==> config.mk <==
export PLATFORM = sky130hd
export DESIGN_NAME = row_scan_ctrl
export DESIGN_NICKNAME = d
export VERILOG_FILES = /design/src/rtl/row_scan_pkg.sv /design/src/rtl/row_scan_ctrl_frame_buf.sv /design/src/rtl/row_scan_ctrl.sv
export SDC_FILE = /design/constraint.sdc
export NUM_CORES = 1
export LEC_CHECK = 0
export CELL_PAD_IN_SITES_DETAIL_PLACEMENT = 0
export CELL_PAD_IN_SITES_GLOBAL_PLACEMENT = 2
export CORE_MARGIN = 3
export CORE_UTILIZATION = 40
export CTS_CLUSTER_SIZE = 24
export DETAILED_ROUTE_END_ITERATION = 8
export DONT_BUFFER_PORTS = 1
export GPL_TIMING_DRIVEN = 0
export PLACE_DENSITY = 0.84
export SLEW_MARGIN = 20
export SYNTH_ARGS = -nofsm -noshare
export SYNTH_HDL_FRONTEND = slang
export SYNTH_SLANG_ARGS = --single-unit
==> constraint.sdc <==
create_clock -name clk -period 10.65 [get_ports clk]
set_clock_uncertainty 0.05 [all_clocks]
set_input_delay 3.195 -clock clk [delete_from_list [all_inputs] [get_ports clk]]
set_output_delay 3.195 -clock clk [all_outputs]
set_load 0.05 [all_outputs]
==> src/rtl/row_scan_pkg.sv <==
// Shared definitions for the row scanning LED matrix controller.
package row_scan_pkg;

   localparam int NROWS = 8;
   localparam int ROW_W = 3;
   localparam int COL_W = 8;

   typedef enum logic [1:0] {
      ST_IDLE  = 2'd0,
      ST_BLANK = 2'd1,
      ST_SHOW  = 2'd2
   } state_t;

endpackage

==> src/rtl/row_scan_ctrl_frame_buf.sv <==
// Double-buffered 8x8 frame store: one bank is displayed (front), the other
// accepts writes (back). A single select flop decides which is which.
module frame_buf
   import row_scan_pkg::*;
(
   input  logic             clk,
   input  logic             rst,
   input  logic             wr_en,
   input  logic [ROW_W-1:0] wr_row,
   input  logic [COL_W-1:0] wr_data,
   input  logic             swap_now,
   input  logic [ROW_W-1:0] rd_row,
   output logic [COL_W-1:0] rd_data
);

   logic [COL_W-1:0] bank0 [NROWS];
   logic [COL_W-1:0] bank1 [NROWS];
   logic             sel;   // 0: bank0 is front, 1: bank1 is front

   // Bank select toggles at the frame end that applies a pending swap.
   always_ff @(posedge clk or posedge rst) begin
      if (rst) sel <= 1'b0;
      else if (swap_now) sel <= ~sel;
   end

   // Writes always land in the back bank chosen by the pre-swap select,
   // so a write on the swap edge ends up in the new front.
   always_ff @(posedge clk or posedge rst) begin
      if (rst) begin
         for (int i = 0; i < NROWS; i++) begin
            bank0[i] <= '0;
            bank1[i] <= '0;
         end
      end else if (wr_en) begin
         if (sel) bank0[wr_row] <= wr_data;
         else     bank1[wr_row] <= wr_data;
      end
   end

   // Front bank read port.
   always_comb begin
      rd_data = sel ? bank1[rd_row] : bank0[rd_row];
   end

endmodule

==> src/rtl/row_scan_ctrl.sv <==
// Row scan controller: blanks, then shows each of 8 rows in turn, driving a
// 3-to-8 active-low row decoder and the column pattern of the current row.
module row_scan_ctrl
   import row_scan_pkg::*;
#(
   parameter int DIV = 1000,
   parameter int BLK = 16
) (
   input  logic             clk,
   input  logic             rst,
   input  logic             run,
   input  logic             wr_en,
   input  logic [ROW_W-1:0] wr_row,
   input  logic [COL_W-1:0] wr_data,
   input  logic             swap,
   output logic [ROW_W-1:0] addr,
   output logic             nen,
   output logic [COL_W-1:0] col_data,
   output logic             frame_done,
   output logic             swap_pend
);

   localparam int CNT_MAX = (DIV > BLK) ? DIV : BLK;
   localparam int CW      = $clog2(CNT_MAX + 1);
   localparam logic [CW-1:0]    DIV_LAST = CW'(DIV - 1);
   localparam logic [CW-1:0]    BLK_LAST = CW'(BLK - 1);
   localparam logic [ROW_W-1:0] ROW_LAST = ROW_W'(NROWS - 1);

   state_t           state, state_n;
   logic [CW-1:0]    cnt, cnt_n;
   logic [ROW_W-1:0] addr_n;
   logic             nen_n;
   logic             fd_n;
   logic [COL_W-1:0] col_n;
   logic [COL_W-1:0] rd_data;
   logic             swap_now;

   // A pending swap is applied on the edge that ends the frame_done cycle,
   // which always leads into blanking, so no row ever shows mixed banks.
   assign swap_now = frame_done & swap_pend;

   frame_buf u_buf (
      .clk      (clk),
      .rst      (rst),
      .wr_en    (wr_en),
      .wr_row   (wr_row),
      .wr_data  (wr_data),
      .swap_now (swap_now),
      .rd_row   (addr_n),
      .rd_data  (rd_data)
   );

   // Next state, counter, row and the registered output values they imply.
   always_comb begin
      state_n = state;
      cnt_n   = cnt;
      addr_n  = addr;
      if (!run) begin
         state_n = ST_IDLE;
         cnt_n   = '0;
         addr_n  = '0;
      end else begin
         case (state)
            ST_IDLE: begin
               state_n = ST_BLANK;
               cnt_n   = '0;
            end
            ST_BLANK: begin
               if (cnt == BLK_LAST) begin
                  state_n = ST_SHOW;
                  cnt_n   = '0;
               end else begin
                  cnt_n = cnt + CW'(1);
               end
            end
            ST_SHOW: begin
               if (cnt == DIV_LAST) begin
                  state_n = ST_BLANK;
                  cnt_n   = '0;
                  addr_n  = addr + ROW_W'(1);
               end else begin
                  cnt_n = cnt + CW'(1);
               end
            end
            default: begin
               state_n = ST_IDLE;
               cnt_n   = '0;
               addr_n  = '0;
            end
         endcase
      end
      nen_n = (state_n != ST_SHOW);
      col_n = (state_n == ST_SHOW) ? rd_data : '0;
      fd_n  = (state_n == ST_SHOW) && (addr_n == ROW_LAST) && (cnt_n == DIV_LAST);
   end

   // State register and registered outputs.
   always_ff @(posedge clk or posedge rst) begin
      if (rst) begin
         state      <= ST_IDLE;
         cnt        <= '0;
         addr       <= '0;
         nen        <= 1'b1;
         col_data   <= '0;
         frame_done <= 1'b0;
      end else begin
         state      <= state_n;
         cnt        <= cnt_n;
         addr       <= addr_n;
         nen        <= nen_n;
         col_data   <= col_n;
         frame_done <= fd_n;
      end
   end

   // Swap request latch; a request coinciding with frame end waits a frame.
   always_ff @(posedge clk or posedge rst) begin
      if (rst) swap_pend <= 1'b0;
      else     swap_pend <= swap | (swap_pend & ~frame_done);
   end

endmodule

==> flow_summary.ini <==
[global_route]
grt_pass1_wl_mm = 29.7
grt_antenna_before_repair = 0
grt_max_degree = 93
grt_pass1_vias = 5127
grt_usage_pct = 19.8
grt_remaining_overflow = 0

[sta]
slew_headroom_pct = 24.2
max_freq_mhz = 210
hold_viol = 0
post-route-period-util_pct = 44.7
slew_violations = 0
rsz0062_at_grt = no
setup_tns_ns = 0
setup_violations = 0
period_minus_slack_ns = 4.76
worst_pin_slew_ns = 1.13

[clocking]
clock-sinks = 155
htreeDepth = 4
clk_latency_ns = 0.43
cts_buffer_depth = 2
cts_root_buf = clkbuf_16
ctsHoldBuffers = 0
cts_resized = 0
path_clk_slew_ns = 0.06
cts_tree = yes
tritoncts.num_buffers = 17
postCtsSetupBuffers = 0

[floorplan]
rows = 48
initial_core_util_pct = 41.4
ios = 30
die_w_um = 141
die_y_um = 141
core_um2 = 17600
dieArea_um2 = 19900

[routing]
finalWirelength_mm = 18.7
via_per_inst = 5.74
drc = 0
num_vias = 4954
drtIter0Drc = 302
drt_first_pass_iters = 4
wl_per_cell_um = 21.7
ant_nets = 0

[worst_hold_path]
worstHoldStart = cnt[0]$_DFF_PP0_
holdCritPathClass = reg -> reg

[logic_synthesis]
syn-num-nets = 625
synth-seq-cells = 155
synth_top_cell_by_area = dfrtp_1
synth_ff_type = dfrtp_1
synth_top_area_share_pct = 52.8
netlist_top_cells_area = dfrtp_1 53%, mux2_2 20%, mux2i_1 4.4%
syn_area_per_cell_um2 = 12.1
syn_inst = 603
synth_area_um2 = 7290
ys_warn_count = 0
async_flop_share_pct = 100
ys_types = 55
seq_area_frac_synth_pct = 53.2
synth_edf_count = 0

[worst_setup_path]
worstPathArrival_ns = 5.02
startpoint = wr_row[0]
rr_startpoint = addr[0]$_DFF_PP0_
start_kind = primary input
crit_type = in -> reg
end_kind = register
path_max_fanout = 9
critPathRequiredTime_ns = 10.91

[layout]
antenna_cells = 0
syn_to_final_growth_pct = 13.2
finalNetCount = 647
final_cell_area_um2 = 8250
final_layout_size_suffix_gt1_share_pct = 30.7

[place]
port_buffers = 0
gp_congestion = 0.841
place_area_um2 = 7640
hpwl_mm = 12.9

[pwr]
ir_drop_uv = 156
pwr_density_cell_nw_per_um2 = 171
leakage_nw = 3.65

[flow_run]
maxCapViolations = 0

[status]
outcome = complete, no violations
[cells in the final DEF, fill, tap and decap left out, drive strengths merged, types with 10 or more instances in the layout]
cell	Yosys	final
a31oi	10	10
nand4	16	16
nand2	68	68
inv	11	14
dfrtp	154	154
nand3	17	17
buf	13	16
nor2	26	26
mux2	128	128
a21oi	18	18
a22o	13	13
mux2i	32	32
clkbuf	19	38
[final timing paths]
kind | end | depth (start not counted) | slack (ns)
max | u_buf.bank0[32]$_DFFE_PP0P_ | 4 | 5.89
min | cnt[0]$_DFF_PP0_ | 1 | 0.45
max reg2reg | col_data[2]$_DFF_PP0_ | 9 | 7.25
min reg2reg | cnt[0]$_DFF_PP0_ | 1 | 0.45
max in group asynchronous | u_buf.bank0[31]$_DFFE_PP0P_ | 2 | 7.12
min in group asynchronous | u_buf.bank0[44]$_DFFE_PP0P_ | 1 | 2.68
[sequential cells by signal (all words and copies together) (netlist names)]
signal       count
cnt             10
state            2
col_data         8
addr             3
nen              1
frame_done       1
u_buf.bank0     64
swap_pend        1
u_buf.sel        1
u_buf.bank1     64
[report_power, final]
part	internal [mW]	total, mW	switching, mW
clock	0.377	0.625	0.248
sequential	0.643	0.671	0.0281
combinational	0.0594	0.112	0.0530
[area by class of cell]
| type | count | area (um2) |
|---|---|---|
| Tap cell | 225 | 282 |
| Clock buffer | 19 | 443 |
| Fill cell | 1576 | 9340 |
| Multi-Input combinational cell | 404 | 3230 |
| Buffer | 32 | 150 |
| Clock inverter | 13 | 166 |
| Timing Repair Buffer | 3 | 42.5 |
| Sequential cell | 155 | 3880 |
| Inverter | 12 | 60.1 |
[logic make-up (layout without fill, tap and decap cells)]
logic type               count (synthesis)  in the layout  synth area share, %
multiplexers                           160            160                 24.2
flip-flops                             155            155                 53.2
AND/OR/NAND/NOR                        155            155                 10.3
AO/OA/AOI/OAI                           74             74                 7.41
buffers and inverters                   44             79                 2.78
XOR/XNOR                                 9              9                 1.08
adder cells (fa/ha/maj)                  6              6                 1.03
[layer usage]
metal,track usage [%],wire length [um],up-vias
met5,0,0,-
met4,6.73,370,0
met3,4.88,936,32
met2,30.7,8790,124
met1,27.3,8630,2562
li1,-,-,2236
[critical path, cell delays in order]
cell and delay, ns:
clkbuf_1 0.36, nand3b_1 0.16, nor2_1 0.88, mux2_2 0.43
[through the flow]
stage	cells	total power [mW]	hold slack, ns	utilization, %	worst slack [ns]
2_1_floorplan	603	0.764	0.398	-	3.23
3_3_place_gp	828	0.786	0.424	43.0	1.83
3_5_place_dp	831	0.795	0.432	43.4	5.48
4_1_cts	863	1.42	0.439	46.9	5.92
5_1_grt	863	1.47	0.455	46.9	5.85
6_report	863	1.41	0.445	46.9	5.89
[cells in the mapped netlist, types with 2 or more instances]
| master | n |
|---|---|
| dfrtp_1 | 154 |
| o221ai_1 | 2 |
| nand3_2 | 2 |
| nand2b_1 | 3 |
| a22oi_1 | 6 |
| ha_1 | 6 |
| nand4_1 | 16 |
| nor3_1 | 6 |
| a21oi_1 | 18 |
| a21o_1 | 2 |
| a211oi_1 | 2 |
| clkbuf_1 | 19 |
| xor2_1 | 3 |
| o2bb2ai_1 | 2 |
| nor2b_1 | 4 |
| a22o_1 | 13 |
| xnor2_1 | 6 |
| mux2i_1 | 32 |
| nor2_2 | 2 |
| nand3_1 | 15 |
| nand3b_1 | 2 |
| inv_1 | 9 |
| nand2_1 | 68 |
| a31o_2 | 2 |
| o21ai_0 | 2 |
| nor2_1 | 24 |
| a31oi_1 | 10 |
| buf_2 | 9 |
| mux2_2 | 128 |
| and3_1 | 4 |
| buf_4 | 3 |
| a31o_1 | 2 |
| o31ai_1 | 5 |
No activity file was read; power rests on OpenSTA's default activity.
